--- config.mk ---
export PLATFORM = sky130hd
export DESIGN_NAME = bcd2bin_conv_flat
export DESIGN_NICKNAME = d
export VERILOG_FILES = /design/src/rtl/bcd2bin_conv_if.sv /design/src/rtl/bcd2bin_conv.sv /design/src/flat_wrapper.sv
export SDC_FILE = /design/constraint.sdc
export NUM_CORES = 1
export LEC_CHECK = 0
export ABC_AREA = 1
export BUFFER_PORTS_ARGS = -buffer_cell sky130_fd_sc_hd__buf_2
export CAP_MARGIN = 20
export CORE_MARGIN = 8
export CORE_UTILIZATION = 39
export CTS_CLUSTER_DIAMETER = 80
export DETAILED_ROUTE_END_ITERATION = 10
export GPL_ROUTABILITY_DRIVEN = 0
export PLACE_DENSITY = 0.69
export RECOVER_POWER = 100
export REMOVE_ABC_BUFFERS = 1
export SETUP_SLACK_MARGIN = 0.2
export SLEW_MARGIN = 10
export SYNTH_ARGS = -nofsm -noshare
export SYNTH_HDL_FRONTEND = slang
export SYNTH_SLANG_ARGS = --single-unit
export TNS_END_PERCENT = 50
--- constraint.sdc ---
create_clock -name Clock -period 1.3 [get_ports Clock]
set_input_delay 0.195 -clock Clock [delete_from_list [all_inputs] [get_ports Clock]]
set_output_delay 0.195 -clock Clock [all_outputs]
set_load 0.1 [all_outputs]
--- src/rtl/bcd2bin_conv_if.sv ---
// Handshake and data bundle for the BCD-to-binary converter.
// The requester drives master and the converter drives slave.
interface bcd2bin_conv_if #(
    parameter int NDIG = 3,
    parameter int BW   = 10
);
    logic              Start;
    logic [4*NDIG-1:0] Bcd;
    logic [BW-1:0]     Bin;
    logic              Done;
    logic              Err;
    logic              Busy;

    modport master (
        output Start, Bcd,
        input  Bin, Done, Err, Busy
    );

    modport slave (
        input  Start, Bcd,
        output Bin, Done, Err, Busy
    );
endinterface

--- src/rtl/bcd2bin_conv.sv ---
// Sequential BCD-to-binary converter using reverse double dabble.
// A start request loads the operand, and the result comes back with a one-cycle Done strobe.
module bcd2bin_conv #(
    parameter int NDIG = 3,
    parameter int BW   = 10
) (
    input  logic           Clock,
    input  logic           Rst_,
    bcd2bin_conv_if.slave  bus
);
    localparam int AW = 4 * NDIG;
    localparam int CW = $clog2(BW + 1);
    localparam logic [CW-1:0] BW_C = CW'(BW);

    typedef enum logic [2:0] {
        S_IDLE  = 3'd0,
        S_LOAD  = 3'd1,
        S_SHIFT = 3'd2,
        S_ADJ   = 3'd3,
        S_DONE  = 3'd4
    } state_t;

    state_t          state_r;
    state_t          state_s;
    logic [AW-1:0]   a_r;
    logic [BW-1:0]   bin_r;
    logic [CW-1:0]   cnt_r;
    logic            err_r;
    logic            bcd_bad_s;

    // A digit at or above 8 holds a carried-in half of 10, so subtracting 3 keeps it decimal.
    function automatic logic [AW-1:0] adj_digits(input logic [AW-1:0] a);
        logic [AW-1:0] r;
        r = a;
        for (int i = 0; i < NDIG; i++) begin
            if (a[4*i+3]) begin
                r[4*i +: 4] = a[4*i +: 4] - 4'd3;
            end else begin
                r[4*i +: 4] = a[4*i +: 4];
            end
        end
        return r;
    endfunction

    function automatic logic has_bad_digit(input logic [AW-1:0] a);
        logic bad;
        bad = 1'b0;
        for (int i = 0; i < NDIG; i++) begin
            if (a[4*i +: 4] > 4'd9) begin
                bad = 1'b1;
            end else begin
                bad = bad;
            end
        end
        return bad;
    endfunction

    assign bcd_bad_s = has_bad_digit(bus.Bcd);

    // State register.
    always_ff @(posedge Clock) begin
        if (!Rst_) begin
            state_r <= S_IDLE;
        end else begin
            state_r <= state_s;
        end
    end

    // Next-state decode.
    always_comb begin
        state_s = state_r;
        case (state_r)
            S_IDLE: begin
                if (bus.Start) begin
                    state_s = S_LOAD;
                end else begin
                    state_s = S_IDLE;
                end
            end
            S_LOAD: begin
                if (bcd_bad_s) begin
                    state_s = S_DONE;
                end else begin
                    state_s = S_SHIFT;
                end
            end
            S_SHIFT: state_s = S_ADJ;
            S_ADJ: begin
                if (cnt_r == BW_C) begin
                    state_s = S_DONE;
                end else begin
                    state_s = S_SHIFT;
                end
            end
            S_DONE:  state_s = S_IDLE;
            default: state_s = S_IDLE;
        endcase
    end

    // Datapath: operand shift register, result, iteration count and error flag.
    always_ff @(posedge Clock) begin
        if (!Rst_) begin
            a_r   <= {AW{1'b0}};
            bin_r <= {BW{1'b0}};
            cnt_r <= {CW{1'b0}};
            err_r <= 1'b0;
        end else begin
            case (state_r)
                S_LOAD: begin
                    a_r   <= bus.Bcd;
                    bin_r <= {BW{1'b0}};
                    cnt_r <= {CW{1'b0}};
                    err_r <= bcd_bad_s;
                end
                S_SHIFT: begin
                    a_r   <= {1'b0, a_r[AW-1:1]};
                    bin_r <= {a_r[0], bin_r[BW-1:1]};
                    cnt_r <= cnt_r + CW'(1);
                end
                S_ADJ: begin
                    a_r <= adj_digits(a_r);
                end
                default: begin
                    a_r   <= a_r;
                    bin_r <= bin_r;
                    cnt_r <= cnt_r;
                    err_r <= err_r;
                end
            endcase
        end
    end

    assign bus.Bin  = bin_r;
    assign bus.Err  = err_r;
    assign bus.Done = (state_r == S_DONE);
    assign bus.Busy = (state_r != S_IDLE);
endmodule

--- src/flat_wrapper.sv ---
// flat-port wrapper written by rule: the top's interface ports become plain ports
module bcd2bin_conv_flat 
#(
    parameter int NDIG = 3,
    parameter int BW   = 10
)
  (Clock, Rst_, bus_Start, bus_Bcd, bus_Bin, bus_Done, bus_Err, bus_Busy);
  bcd2bin_conv_if #(.NDIG(NDIG), .BW(BW)) bus_i ();
  input  logic Clock;
  input  logic Rst_;
  input wire logic [$bits(bus_i.Start)-1:0] bus_Start;
  input wire logic [$bits(bus_i.Bcd)-1:0] bus_Bcd;
  output wire logic [$bits(bus_i.Bin)-1:0] bus_Bin;
  output wire logic [$bits(bus_i.Done)-1:0] bus_Done;
  output wire logic [$bits(bus_i.Err)-1:0] bus_Err;
  output wire logic [$bits(bus_i.Busy)-1:0] bus_Busy;
  assign bus_i.Start = bus_Start;
  assign bus_i.Bcd = bus_Bcd;
  assign bus_Bin = bus_i.Bin;
  assign bus_Done = bus_i.Done;
  assign bus_Err = bus_i.Err;
  assign bus_Busy = bus_i.Busy;
  bcd2bin_conv #(.NDIG(NDIG), .BW(BW)) u_core (.Clock(Clock), .Rst_(Rst_), .bus(bus_i));
endmodule
==> out/results.md <==
| Item | Value |
|---|---|
| Status | finished with violations |
| Violated checks | negative setup slack |
| Number of buffers created by CTS | 5 |
| Antenna Nets Post-Route | 0 |
| Boundary Pins | 28 |
| Residual overflow from global routing | 0 |
| DRC violation count after routing | 0 |
| Total Routed Length | 4.583 mm |
| Vias in the first global route | 1730 |
| #FFs+latches synth | 30 |
| Initial drt markers | 66 |
| Critical path fanouts, max | 3 |
| X dimension of the die | 80.76 µm |
| P&R area growth vs syn | 37.95% |
| Slew margin rel. | 0.6003 |
| Max Clk Rate | 760.3 MHz |
| Estimated wirelength of the detail-placed design | 3.040 mm |
| Core Box Area | 4029 µm² |
| Number of placement rows | 23 |
| Aggregate global-route resource usage | 0.1467 |
| Root buffer selected by CTS | sky130_fd_sc_hd__clkbuf_8 |
| Worst skew pair latency | 290 ps |
| Power consumption | 3.175 mW |
| Max-cap violations | 0 |
| Total count of hold-check failures in the final report | 0 |
| RSZ-0062 raised after global routing | yes |
| Number of warnings printed during yosys synthesis | 0 |
| Syn Inst Count | 260 |
| Portion of the clock cycle consumed by the worst path in the final layout | 1.012 |
| Height of the die | 80.76 µm |
| Peak-usage layer in the global routing report | met2 |
| Inserted Diodes | 0 |
| Synthesized area per cell | 6.290 µm² |
| Power density over cell area | 1407 nW/µm² |
| Fraction of met3 tracks used by global routing | 0.05298 |
| Clock slew at the register clock pins of the worst setup and hold paths | 70 ps |
| Post-route core utilization | 0.5599 |
| Leakage | 1.032 nW |
| Kind of capture point of the worst setup path | output port |
| Worst-case setup margin in the final layout | -15.27 ps |
| Fraction of final layout cells with drive strength greater than 1 | 0.3094 |
| Count of cell types in the netlist | 18 |
| Antenna violations before repair | 0 |
| Portion of synthesized cell area occupied by the leading cell type | 0.3673 |
| Count of buffers from port buffering | 27 |
| Worst vdd rail ir drop | 639.4 µV |
| Accumulated negative setup slack | -15.27 ps |
| Area enclosed by the die boundary | 6521 µm² |
| Cell types with the largest area share after synthesis | sky130_fd_sc_hd__dfxtp_1, sky130_fd_sc_hd__nand2_1, sky130_fd_sc_hd__a21oi_1, sky130_fd_sc_hd__inv_1, sky130_fd_sc_hd__nor2_1 |
| Critical path data arrival time | 1120 ps |
| Worst slew pin tran | 595.9 ps |
| Cell accounting for the most synthesized area | sky130_fd_sc_hd__dfxtp_1 |
| Total standard cell area after synthesis | 1635 µm² |
| Worst hold margin | 161.7 ps |
| Worst Path Class, Setup | register to output port |
| Commonest cells after routing, fill and taps aside | sky130_fd_sc_hd__nand2_1, sky130_fd_sc_hd__nor2_1, sky130_fd_sc_hd__inv_1, sky130_fd_sc_hd__a21oi_1, sky130_fd_sc_hd__dfxtp_1 |
| Number of max-slew violations in the final report | 0 |
| H-tree depth reported by CTS | 2 |
| Startpoint type of the worst setup path | register |
| Initial standard-cell utilization of the core | 0.4059 |
| Number of hold buffers added after CTS | 0 |
| Endpoint required time on the critical path | 1110 ps |
| Most common cell after layout, fill and taps aside | sky130_fd_sc_hd__nand2_1 |
| Maximum number of pins on one net before global-route repair | 19 |
| Min-Delay Path Class | primary input to register |
| Average routed wire per standard cell | 12.84 µm |
| Number of iterations in the first detailed-routing pass | 4 |
| Final setup fails | 1 |
| Final clock skew | 4.632 ps |
| Via Count | 1798 |
| Net total in the final layout | 326 |
| Post-route minimum period | 1315 ps |
| First-pass GRT wire length | 7.624 mm |
| CTS tree | built |
| Sequential area share after synthesis | 0.3673 |
| Global routing usage on met2 | 0.2414 |
| Clock Path Buffers | 2 |
| Sinks on the clock net | 30 |
| Per-cell via count in the routed design | 5.036 |
| Met1 track demand over resource | 0.1682 |
==> timing repair <==
| action | 4_1_cts | 5_1_grt |
|---|---|---|
| pin swaps | 6 | 5 |
| setup endpoints to repair | 40 | 37 |
| resized for setup | 64 | 17 |
| gates cloned | 1 | 0 |
| buffers inserted | 7 | 0 |
==> layer usage <==
layer  wire [µm]  vias up
met4         108        0
met2        2179       47
met5           0        -
met1        1900      826
met3         396       13
li1            -      912
==> registers in the layout, summed over array words and instances, names as in the netlist <==
name            cells
u_core.cnt_r        4
u_core.state_r      3
u_core.a_r         12
u_core.bus.Err      1
u_core.bus.Bin     10
==> path summary, 6_finish.rpt <==
| kind | from | endpoint | slack [ps] | cells past startpoint |
|---|---|---|---|---|
| worst max-delay path | u_core.state_r[2] | bus_Done | -20 | 4 |
| worst max register to register | u_core.state_r[0] | u_core.a_r[1] | 40 | 8 |
| worst min register to register | u_core.bus.Bin[0] | u_core.bus.Bin[0] | 460 | 2 |
| worst min-delay path | bus_Start | u_core.state_r[0] | 160 | 3 |
==> area by class of cell <==
class / count / area (µm²)
clock inverters: 2 / 12.51
inverters: 27 / 105.1
clock buffers: 6 / 82.58
well taps: 50 / 62.56
repair inverters: 1 / 7.507
multi-input cells: 193 / 970.9
flip-flops and latches: 30 / 621.8
repair buffers: 48 / 392.9
fillers: 407 / 1773
==> per-stage QoR <==
| stage | setup WS [ps] | instance area (µm²) | std cells |
|---|---|---|---|
| floorplan | -1466 | 1579 | 250 |
| global placement | 26.25 | 1957 | 341 |
| finish | -15.27 | 2256 | 357 |
| global route | -60.11 | 2256 | 357 |
| CTS | -84.04 | 2330 | 357 |
| detailed placement | 11.73 | 1957 | 341 |
==> power breakdown <==
part / internal (mW) / switching [mW] / leakage [nW] / total (mW)
clock: 0.425 / 0.379 / 0.0472 / 0.804
sequential: 1.03 / 0.113 / 0.251 / 1.15
combinational: 0.491 / 0.734 / 0.733 / 1.22
==> worst max-delay path, stage by stage (launching register included) <==
cell,delay (ps)
sky130_fd_sc_hd__dfxtp_2,340
sky130_fd_sc_hd__inv_2,40
sky130_fd_sc_hd__buf_6,110
sky130_fd_sc_hd__nor3_4,140
sky130_fd_sc_hd__buf_12,200
==> Yosys cell counts, drive strengths merged <==
library cell and n:
nand4 10, o21ai 5, nor2 27, nor3 2
clkinv 1, a21oi 26, nand3 16, buf 7
inv 26, dfxtp 30, or2 4, clkbuf 3
nand2 98, ha 5
==> cell families (layout without fill, tap and decap cells) <==
group	count (synthesis)	in the layout	synth area share
and+or+nand+nor	157	157	0.4032
buffers and inverters	37	84	0.09640
AOI/OAI and AO/OA	31	31	0.09487
DFF	30	30	0.3673
adders and majority gates	5	5	0.03826
No activity file was read; power rests on OpenSTA's default activity.
